[config.mk]
export PLATFORM = sky130hd
export DESIGN_NAME = parity_tx_flat
export DESIGN_NICKNAME = d
export VERILOG_FILES = /design/src/rtl/parity_tx_if.sv /design/src/rtl/parity_tx.sv /design/src/flat_wrapper.sv
export SDC_FILE = /design/constraint.sdc
export NUM_CORES = 1
export LEC_CHECK = 0
export CAP_MARGIN = 20
export CORE_MARGIN = 2
export CORE_UTILIZATION = 45
export DETAILED_ROUTE_END_ITERATION = 7
export GPL_ROUTABILITY_DRIVEN = 0
export PLACE_DENSITY = 0.66
export REMOVE_ABC_BUFFERS = 1
export SETUP_SLACK_MARGIN = 0.4
export SKIP_CTS_REPAIR_TIMING = 1
export SLEW_MARGIN = 25
export SYNTH_ARGS = -nofsm -noshare
export SYNTH_HDL_FRONTEND = slang
export SYNTH_SLANG_ARGS = --single-unit
[constraint.sdc]
create_clock -name clk -period 2.3 [get_ports clk]
set_input_delay 0.345 -clock clk [delete_from_list [all_inputs] [get_ports clk]]
set_output_delay 0.345 -clock clk [all_outputs]
set_load 0.05 [all_outputs]
[src/rtl/parity_tx_if.sv]
// Handshake and serial-line bundle for parity_tx.
// err_inj exists only when PARITY_TX_ERR_INJ_EN is defined.
interface parity_tx_if;
  logic [3:0] data;
  logic       trig;
  logic       valid;
  logic       ready;
  logic       tx;
  logic       busy;
  logic       done;
`ifdef PARITY_TX_ERR_INJ_EN
  logic       err_inj;
`endif

  modport master (
`ifdef PARITY_TX_ERR_INJ_EN
    output err_inj,
`endif
    output data, trig, valid,
    input  ready, tx, busy, done
  );

  modport slave (
`ifdef PARITY_TX_ERR_INJ_EN
    input  err_inj,
`endif
    input  data, trig, valid,
    output ready, tx, busy, done
  );
endinterface

[src/rtl/parity_tx.sv]
// Serial parity-frame transmitter: start, data[0..3], parity, stop; CLKS_PER_BIT clocks per bit.
// Optional PARITY_TX_ERR_INJ_EN adds err_inj, which inverts the parity bit of the accepted frame.
//
// state  | meaning
// IDLE   | line high, ready for a request
// START  | start bit (0) on the line
// DATA   | data[idx] on the line, idx 0..3
// PARITY | parity bit on the line
// STOP   | stop bit (1) on the line; done pulses on exit
module parity_tx #(
  parameter int CLKS_PER_BIT = 4
) (
  input  logic        clk,
  input  logic        rst_n,
  parity_tx_if.slave  bus
);

  localparam int CNT_W = (CLKS_PER_BIT > 1) ? $clog2(CLKS_PER_BIT) : 1;
  localparam logic [CNT_W-1:0] CNT_LAST = CNT_W'(CLKS_PER_BIT - 1);

  typedef enum logic [2:0] {IDLE, START, DATA, PARITY, STOP} state_t;

  state_t           state, state_n;
  logic [CNT_W-1:0] cnt, cnt_n;
  logic [1:0]       idx, idx_n, idx_inc;
  logic [3:0]       data_q;
  logic             par_q, par_in;
  logic             tx_q, tx_n;
  logic             ready_q, ready_n;
  logic             busy_q, busy_n;
  logic             done_q, done_n;
  logic             load, last;

  // trig=1 selects odd parity, i.e. the even parity of data inverted
`ifdef PARITY_TX_ERR_INJ_EN
  assign par_in = (^bus.data) ^ bus.trig ^ bus.err_inj;
`else
  assign par_in = (^bus.data) ^ bus.trig;
`endif

  assign last    = (cnt == CNT_LAST);
  assign idx_inc = idx + 2'd1;

  always_comb begin
    state_n = state;
    cnt_n   = cnt;
    idx_n   = idx;
    tx_n    = tx_q;
    ready_n = ready_q;
    busy_n  = busy_q;
    done_n  = 1'b0;
    load    = 1'b0;
    case (state)
      IDLE: begin
        if (bus.valid && ready_q) begin
          load    = 1'b1;
          state_n = START;
          cnt_n   = '0;
          tx_n    = 1'b0;
          ready_n = 1'b0;
          busy_n  = 1'b1;
        end
      end
      START: begin
        if (last) begin
          cnt_n   = '0;
          idx_n   = 2'd0;
          state_n = DATA;
          tx_n    = data_q[0];
        end else begin
          cnt_n = cnt + 1'b1;
        end
      end
      DATA: begin
        if (last) begin
          cnt_n = '0;
          if (idx == 2'd3) begin
            state_n = PARITY;
            tx_n    = par_q;
          end else begin
            idx_n = idx_inc;
            tx_n  = data_q[idx_inc];
          end
        end else begin
          cnt_n = cnt + 1'b1;
        end
      end
      PARITY: begin
        if (last) begin
          cnt_n   = '0;
          state_n = STOP;
          tx_n    = 1'b1;
        end else begin
          cnt_n = cnt + 1'b1;
        end
      end
      STOP: begin
        if (last) begin
          cnt_n   = '0;
          state_n = IDLE;
          ready_n = 1'b1;
          busy_n  = 1'b0;
          done_n  = 1'b1;
        end else begin
          cnt_n = cnt + 1'b1;
        end
      end
      default: begin
        state_n = IDLE;
        cnt_n   = '0;
        tx_n    = 1'b1;
        ready_n = 1'b1;
        busy_n  = 1'b0;
      end
    endcase
  end

  always_ff @(posedge clk or negedge rst_n) begin
    if (!rst_n) begin
      state   <= IDLE;
      cnt     <= '0;
      idx     <= 2'd0;
      data_q  <= 4'd0;
      par_q   <= 1'b0;
      tx_q    <= 1'b1;
      ready_q <= 1'b1;
      busy_q  <= 1'b0;
      done_q  <= 1'b0;
    end else begin
      state   <= state_n;
      cnt     <= cnt_n;
      idx     <= idx_n;
      tx_q    <= tx_n;
      ready_q <= ready_n;
      busy_q  <= busy_n;
      done_q  <= done_n;
      if (load) begin
        data_q <= bus.data;
        par_q  <= par_in;
      end
    end
  end

  assign bus.tx    = tx_q;
  assign bus.ready = ready_q;
  assign bus.busy  = busy_q;
  assign bus.done  = done_q;

endmodule

[src/flat_wrapper.sv]
// flat-port wrapper written by rule: the top's interface ports become plain ports
module parity_tx_flat 
#(
  parameter int CLKS_PER_BIT = 4
)
  (clk, rst_n, bus_data, bus_trig, bus_valid, bus_ready, bus_tx, bus_busy, bus_done);
  parity_tx_if bus_i ();
  input  logic clk;
  input  logic rst_n;
  input wire logic [$bits(bus_i.data)-1:0] bus_data;
  input wire logic [$bits(bus_i.trig)-1:0] bus_trig;
  input wire logic [$bits(bus_i.valid)-1:0] bus_valid;
  output wire logic [$bits(bus_i.ready)-1:0] bus_ready;
  output wire logic [$bits(bus_i.tx)-1:0] bus_tx;
  output wire logic [$bits(bus_i.busy)-1:0] bus_busy;
  output wire logic [$bits(bus_i.done)-1:0] bus_done;
  assign bus_i.data = bus_data;
  assign bus_i.trig = bus_trig;
  assign bus_i.valid = bus_valid;
  assign bus_ready = bus_i.ready;
  assign bus_tx = bus_i.tx;
  assign bus_busy = bus_i.busy;
  assign bus_done = bus_i.done;
  parity_tx #(.CLKS_PER_BIT(CLKS_PER_BIT)) u_core (.clk(clk), .rst_n(rst_n), .bus(bus_i));
endmodule
### Word level (Yosys, flattened, before mapping)

Index checks and enable logic that the tools add are counted.

* bits in registers: 16
* word-level logic and storage cells: 68
* output and inout port bits: 4
* input port bits: 8

* add/subtract/negate cells: 2
* bitwise operators: 3
* $lt $le $gt $ge: 1
* mux-type cells: 30
* eq/ne operators: 13
* reductions and logical operators: 10

Operators by type and width (count)
* 2-to-1 mux 3 bit: 6
* case mux 3 bit (5 select lines): 1
* 2-to-1 mux 1 bit: 12
* inequality test 2 x 1 -> 1 bit, second input constant: 6
* 2-to-1 mux 2 bit: 5
* case mux 2 bit (2 select lines): 2
* == test 3 x 2 -> 1 bit, second input constant: 2
* case mux 1 bit (3 select lines): 2
* AND reduction 6 bit: 1
* case mux 1 bit (5 select lines): 1
* AND reduction 5 bit: 1
* adder 2 x 1 -> 2 bit, second input constant: 2
* == test 2 bit, second input constant: 2
* AND reduction 4 bit: 1
* OR reduction 4 bit: 1
* parity 4 bit: 1
* == test 3 x 1 -> 1 bit, second input constant: 1
* == test 3 bit, second input constant: 1
* zero test 3 bit: 1
* < comparator 2 x 3 -> 1 bit, second input constant: 1
* AND reduction 3 bit: 1
* OR reduction 3 bit: 1
* binary-select mux 1 bit (select 2 bit): 1
* inequality test 2 bit, second input constant: 1
* other kinds (4): 5

### Longest topological paths before layout

Gate-level depths: netlist (run 1).

* depth in word-level cells: 6
* gate-level depth with buffers: 5
* mapped depth without buffers: 4

### Least setup slack after synthesis (run 1)

OpenSTA, ideal clock, no wires.

* kind: register to register
* start: register u_core.ready_q, in the netlist u_core.bus.ready
* end: register u_core.data_q[0]
* setup slack: 0.574 ns
* path buffers: 0
* setup time: 0.125 ns
* stages on the path, launching flop included: 4
* clock period less this slack: 1.726 ns
* data required time: 2.175 ns
* arrival: 1.601 ns
* path through: dfstp_2 > nand2_1 > nor4_2 > mux2_2

* cells in the longest elaborated chain, start to end: 3

RTL lines
* start: declaration: RTL line parity_tx.sv:29 `logic ready_q, ready_n;`
* start signal: assignment: RTL line parity_tx.sv:134 `ready_q <= ready_n;`
* logical AND 1 bit: RTL line parity_tx.sv:55 `if (bus.valid && ready_q) begin`
* 2-to-1 mux 1 bit: RTL line parity_tx.sv:55
* 2-to-1 mux 1 bit: RTL line parity_tx.sv:53 `case (state)`
* end signal: assignment: RTL line parity_tx.sv:138 `data_q <= bus.data;`
* end: declaration: RTL line parity_tx.sv:26 `logic [3:0] data_q;`

No other way between the ends.
A chain may end at the register's enable or synchronous reset.

### Worst setup path in the final report (run 1)

* start: register u_core.busy_q, in the netlist u_core.bus.busy
* end: output bus_busy

RTL lines
* start: declaration: RTL line parity_tx.sv:30 `logic busy_q, busy_n;`
* start signal: assignment: RTL line parity_tx.sv:135 `busy_q <= busy_n;`
* end: declaration: RTL line flat_wrapper.sv:15 `output wire logic [$bits(bus_i.busy)-1:0] bus_busy;`

No word-level cell between the ends.

==> summary.txt, run 1 <==
Outcome
  – Outcome: finished clean

Place
  – Hpwl dp: 1.01 mm
  – Input/output buffers: 11
  – Place WS: 0.316 ns

Timing
  – Final worst path period share: 78.5%
  – RSZ-0062 raised after global routing: no
  – Finish-stage setup viols: 0
  – Endpoints failing hold: 0
  – Setup WS post-layout: 0.494 ns
  – Max-slew violations: 0
  – TNS Setup: 0 ns
  – Clk_skew: 0.00577 ns
  – Worst-Margin Slew: 0.690 ns
  – Fmax: 554 MHz
  – Tmin final: 1.81 ns
  – Slew margin rel.: 53.9%

Clocking
  – Clk slew on worst S/H paths: 0.09 ns
  – TritonCTS Buffers: 3
  – CTS Sinks: 16
  – CTS tree: yes
  – Root buffer cell: clkbuf_4
  – Insertion delay to the later sink of the worst-skew pair: 0.28 ns
  – H-tree depth: 1
  – Clock tree buffer depth: 2

GRT
  – Initial antenna violation count: 0
  – Vias in the first global route: 510
  – Total Routing Usage GR: 14.7%
  – Gr ovfl total: 0
  – First-pass GRT wire length: 2.23 mm
  – Largest net degree at the start of global routing: 17

Logic synthesis
  – XOR/XNOR Fraction of Synth Area: 6.92%
  – Syn avg cell area: 11.9 um2
  – Post-Synth Adder-Cell Area: 3.01%
  – Post-Synth Simple-Gate Area: 12.0%
  – Synth Warn #: 0
  – Largest family of logic cells by synthesized area: compound AO/OA/AOI/OAI gates
  – Mux share of post-synthesis cell area: 12.6%
  – Number of unique standard cell types used by synthesis: 37
  – Mapped Area: 832 um2
  – Synth Register Bits: 16
  – Register area share after synthesis: 48.4%
  – Post-Syn Instances: 70
  – Post-synthesis compound-gate area fraction: 14.6%

Worst hold path
  – Hold Path Class: input port to asynchronous set/reset pin

Critical path
  – Slowest CP cell: clkdlybuf4s50_1
  – Max stage delay on crit path: 0.81 ns
  – Setup crit end kind: output pin
  – Crit path kind: register to output pin
  – Worst-path cell chain: clkdlybuf4s50_1
  – WP data arrival: 1.46 ns
  – Crit-path max FO: 3
  – Startpoint Class: register
  – Buf/Inv on CP: 1
  – Required time worst endpoint: 1.96 ns
  – Cell family with most CP delay: buffers and inverters

Power
  – VDD IR max: 0.654 mV
  – Power Density: 1290 mW/mm2
  – Leak pwr: 0.464 nW

Cells and area
  – Fillers: 150
  – # diodes: 0
  – Nets: 92
  – Area Overhead vs Synth: 20.0%
  – Commonest non-fill, non-tap cell in the layout: dfrtp_1
  – Share of cells above drive strength 1: 17.3%
  – Commonest cells after routing, fill and taps aside: 14 x dfrtp_1, 9 x clkdlybuf4s50_1, 5 x mux2_2

Die
  – Starting Density: 48.2%
  – Full die area: 0.00221 mm2
  – Die H: 47 um
  – Horiz. Die Dim: 47 um
  – Rows: 15
  – Io pins: 12
  – Core ar.: 0.00173 mm2

Drt
  – DR vias: 556
  – Routed WL per cell: 13.0 um
  – Drt via density: 5.25
  – Routed Antenna Nets: 0
  – Starting DRT DRC Count: 13
  – DRT Pass-1 Iters: 4
  – Residual DRC: 0
  – Final WL: 1.37 mm

Run
  – MaxCap Viol Count: 0
## report_power, final
part	internal (W)	switching [W]	total [W]
Sequential	0.000408	0.000134	0.000542
Combinational	0.000300	0.000261	0.000561
Clock	0.0000963	0.0000857	0.000182
Total	0.000804	0.000481	0.00128
## cells in the mapped netlist
master	n	area share, %
mux2_1	1	1.4
nor4b_1	1	1.1
nor2b_1	1	0.75
nor3b_1	1	0.90
nand2_1	3	1.4
a21oi_1	3	1.8
nor2_1	3	1.4
nor3_1	1	0.60
inv_1	1	0.45
o22ai_1	2	1.5
dfrtp_1	14	42
mux2_2	5	6.8
a22o_1	1	1.1
o21a_1	1	0.90
o21ai_0	2	1.2
xnor2_1	2	2.1
a31oi_1	1	0.75
dfstp_2	2	6.3
nand2b_1	1	0.75
buf_2	1	0.60
xnor3_1	1	2.7
clkbuf_1	3	1.4
a21o_1	2	1.8
nor4_2	1	1.5
mux2_4	1	1.8
ha_1	2	3.0
o21bai_1	1	0.90
mux4_2	1	2.7
and3_1	1	0.75
or3_1	1	0.75
nand3b_1	1	0.90
o41ai_1	1	1.1
a32o_1	2	2.4
xor2_1	2	2.1
and2_1	1	0.75
a221o_1	1	1.2
nand3_1	1	0.60
## sequential cells by signal, summed over array words and instances, names as in the netlist, 2 cells and up
signal and cells:
u_core.idx 2, u_core.cnt 2, u_core.data_q 4, u_core.state 3
## metal layers
metal,vias up,track usage (%),wire length (um)
met3,0,4.62,65
met2,13,20.0,583
met4,0,7.78,0
li1,284,-,-
met1,259,20.8,724
met5,-,0,0
## kinds of logic after synthesis
kind of cell | Yosys count
buffers and inverters | 5
adders and majority gates | 2
xor gates and xnor gates | 5
muxes | 8
AOI/OAI and AO/OA | 17
and+or+nand+nor | 17
DFF | 16
## final cells by class
type | count | area, um2 | area share (%)
clock buffers | 4 | 36.3 | 3.63
flip-flops and latches | 16 | 403 | 40.4
well taps | 25 | 31.3 | 3.13
multi-input cells | 49 | 409 | 41.0
repair buffers | 11 | 115 | 11.5
inverters | 1 | 3.75 | 0.376
## stage by stage
step                      power, W  util (%)  std cells  hold slack [ns]  area, um2
after detailed placement   0.00112      55.4        102            0.478        957
after global placement     0.00110      55.4        102            0.491        957
after floorplan           0.000965         -         66           0.0494        816
after global routing       0.00139      57.8        106            0.512        998
after CTS                  0.00130      57.5        106            0.494        993
final                      0.00128      57.8        106            0.470        998
## path summary, 6_finish.rpt
path                                        from                to  slack [ns]  cells after the start
worst max-delay path             u_core.bus.busy          bus_busy        0.49                      1
worst min-delay path                       rst_n     u_core.idx[0]        0.47                      1
worst max register to register     u_core.idx[0]     u_core.bus.tx        0.57                      4
worst min register to register  u_core.data_q[2]  u_core.data_q[2]        0.49                      1
max in group asynchronous                  rst_n   u_core.state[0]        1.39                      1
min in group clk                u_core.data_q[2]  u_core.data_q[2]        0.49                      1
Power figures use the tool's default switching activity.
==> run 2, diff against run 1 <==
--- a/config.mk
+++ b/config.mk
@@ -10,7 +10,7 @@
 export CORE_UTILIZATION = 45
 export DETAILED_ROUTE_END_ITERATION = 7
 export GPL_ROUTABILITY_DRIVEN = 0
-export PLACE_DENSITY = 0.66
+export PLACE_DENSITY = 0.69
 export REMOVE_ABC_BUFFERS = 1
 export SETUP_SLACK_MARGIN = 0.4
 export SKIP_CTS_REPAIR_TIMING = 1
==> constraint.sdc (replaced) <==
create_clock -name clk -period 1.5 [get_ports clk]
set_input_delay 0.225 -clock clk [delete_from_list [all_inputs] [get_ports clk]]
set_output_delay 0.225 -clock clk [all_outputs]
set_load 0.05 [all_outputs]
==> run 2 against run 1 <==
  * The run now ends with negative setup slack left
  * Clock-buffer cell count stayed put
  * Register-to-register slack got worse by 0.76 ns
  * Worst hold slack worse by 0.28 ns
  * Clock power rose by 29%
  * Die area unchanged
  * Non-clock buffer count is 20 higher
  * Combinational power increased to 2.9 times the previous value
==> summary.txt, run 2 (synthesis gave the netlist of run 1 again) <==
Outcome
  – Outcome: finished with violations
  – Failing checks: negative setup slack

Cells and area
  – Share of cells above drive strength 1: 53.5% (+36 points)
  – Final Instance Count excl. Fillers: 126 (+19%)
  – Max FFs per register: 4 (unchanged)
  – # diodes: 0 (unchanged)
  – Commonest non-fill, non-tap cell in the layout: buf_4
  – Fillers: 111 (-26%)
  – Regs by FF count: u_core.data_q (4), u_core.state (3)
  – Area Overhead vs Synth: 57.7%
  – Nets: 112 (+22%)
  – Commonest cells after routing, fill and taps aside: 12 x buf_4, 11 x dfrtp_1, 8 x buf_6, 7 x clkdlybuf4s50_1, 6 x mux2_4
  – Fin area: 0.00131 mm2 (+31%)
  – Largest Register: u_core.data_q

GRT
  – GRT Max-Usage Layer: met2
  – Grt met1 use: 23.7% (+2.9 points)
  – Routing usage on met3: 6.92% (+2.3 points)
  – Vias in the first global route: 603 (+18%)
  – Initial antenna violation count: 0 (unchanged)
  – Total Routing Usage GR: 17.4% (+2.7 points)
  – M2 GR Usage: 24.7% (+4.7 points)
  – First-pass GRT wire length: 2.64 mm (+18%)
  – Gr ovfl total: 0 (unchanged)
  – Largest net degree at the start of global routing: 11 (-6)

Critical path
  – Crit path kind: register to register
  – Crit-path max FO: 2 (-1)
  – Required time worst endpoint: 1.72 ns (-0.24 ns)
  – Setup crit end kind: register
  – Startpoint Class: register
  – Reg2reg start: u_core.idx[1]
  – CP Launch Point: u_core.idx[1]
  – WP data arrival: 1.91 ns (+0.45 ns)

Timing
  – Final worst path period share: 112%
  – Endpoints failing hold: 0 (unchanged)
  – RSZ-0062 raised after global routing: yes
  – Finish-stage setup viols: 1 (+1)
  – TNS Setup: -0.186 ns (-0.186 ns)
  – Slew margin rel.: 74.5% (+21 points)
  – Worst-Margin Slew: 0.377 ns (-0.312 ns)
  – Fmax: 593 MHz
  – Max-slew violations: 0 (unchanged)
  – WHS: 0.190 ns (-0.280 ns)
  – Tmin final: 1.69 ns
  – Setup WS post-layout: -0.186 ns (-0.679 ns)
  – Clk_skew: 0.00374 ns (-0.00203 ns)

Clocking
  – Clock tree buffer depth: 2 (unchanged)
  – CTS Sinks: 16 (unchanged)
  – CTS tree: yes
  – Insertion delay to the later sink of the worst-skew pair: 0.28 ns (about the same)
  – H-tree depth: 1 (unchanged)
  – Root buffer cell: clkbuf_4
  – TritonCTS Buffers: 3 (unchanged)
  – Clk slew on worst S/H paths: 0.09 ns (about the same)

Run
  – MaxCap Viol Count: 0 (unchanged)

Place
  – Hpwl dp: 1.25 mm (+23%)
  – Dpl cell area: 0.00108 mm2 (+13%)
  – Input/output buffers: 11 (unchanged)
  – Number of placed instances, taps included: 115 (+13%)

Drt
  – Residual DRC: 0 (unchanged)
  – DR vias: 698 (+26%)
  – Routed Antenna Nets: 0 (unchanged)
  – Drt via density: 5.54 (+5.6%)
  – Final WL: 2.10 mm (+53%)
  – Routed WL per cell: 16.6 um (+28%)
  – DRT Pass-1 Iters: 4 (unchanged)
  – Starting DRT DRC Count: 14 (+1)

Die
  – Io pins: 12 (unchanged)
  – Core ar.: 0.00173 mm2 (unchanged)
  – Horiz. Die Dim: 47 um (unchanged)
  – Starting Density: 48.2% (unchanged)
  – Die H: 47 um (unchanged)
  – Full die area: 0.00221 mm2 (unchanged)
  – Rows: 15 (unchanged)

Power
  – Power Density: 2050 mW/mm2 (+59%)
  – Leak pwr: 0.593 nW (+28%)
  – Overall power: 0.00269 W (+110%)
  – VDD IR max: 1.45 mV (+120%)

Worst hold path
  – Hold Path Class: input port to asynchronous set/reset pin
-- run 2: cell type report --
class | instances | area, um2 | area share [%]
well taps | 25 | 31.3 | 2.38
multi-input cells | 49 | 519 | 39.6
inverters | 1 | 3.75 | 0.286
repair buffers | 31 | 325 | 24.8
clock buffers | 4 | 26.3 | 2.00
flip-flops and latches | 16 | 407 | 31.0
-- run 2: final timing paths --
kind,slack [ns],endpoint,cells after the start
max,-0.19,u_core.bus.tx,4
min,0.19,u_core.idx[1],1
max reg2reg,-0.19,u_core.bus.tx,4
min reg2reg,0.52,u_core.data_q[2],1
max in group asynchronous,0.85,u_core.state[0],2
min in group clk,0.52,u_core.data_q[2],1
-- run 2: worst max-delay path, stage by stage (launching register included) --
cell,delay [ns]
dfrtp_1,0.41
ha_1,0.33
mux4_2,0.30
a221o_1,0.33
mux2_4,0.26
-- run 2: metrics by stage --
stage                     worst slack, ns  utilization, %
after floorplan                    -0.226               -
final                              -0.186            76.0
after CTS                          -0.190            64.2
after global placement             -0.120            62.7
after detailed placement           -0.171            62.7
after global routing               -0.214            76.0
-- run 2: per-layer routing --
layer | vias to the layer above | wire, um
li1 | 324 | -
met1 | 354 | 878
met2 | 14 | 1090
met3 | 6 | 70
met4 | 0 | 59
met5 | - | 0
-- run 2: report_power, final --
group | total (W) | internal (W) | switching [W] | leakage, nW
clock | 0.000234 | 0.000103 | 0.000130 | 0.0150
sequential | 0.000844 | 0.000635 | 0.000210 | 0.190
combinational | 0.00161 | 0.000931 | 0.000679 | 0.388
==> run 3, diff against run 2 <==
--- a/config.mk
+++ b/config.mk
@@ -10,6 +10,7 @@
 export CORE_UTILIZATION = 45
 export DETAILED_ROUTE_END_ITERATION = 7
 export GPL_ROUTABILITY_DRIVEN = 0
+export HOLD_SLACK_MARGIN = 0.08
 export PLACE_DENSITY = 0.69
 export REMOVE_ABC_BUFFERS = 1
 export SETUP_SLACK_MARGIN = 0.4
==> results of run 3 <==
No change in the layout: final DEF, timing and power equal those of run 2.
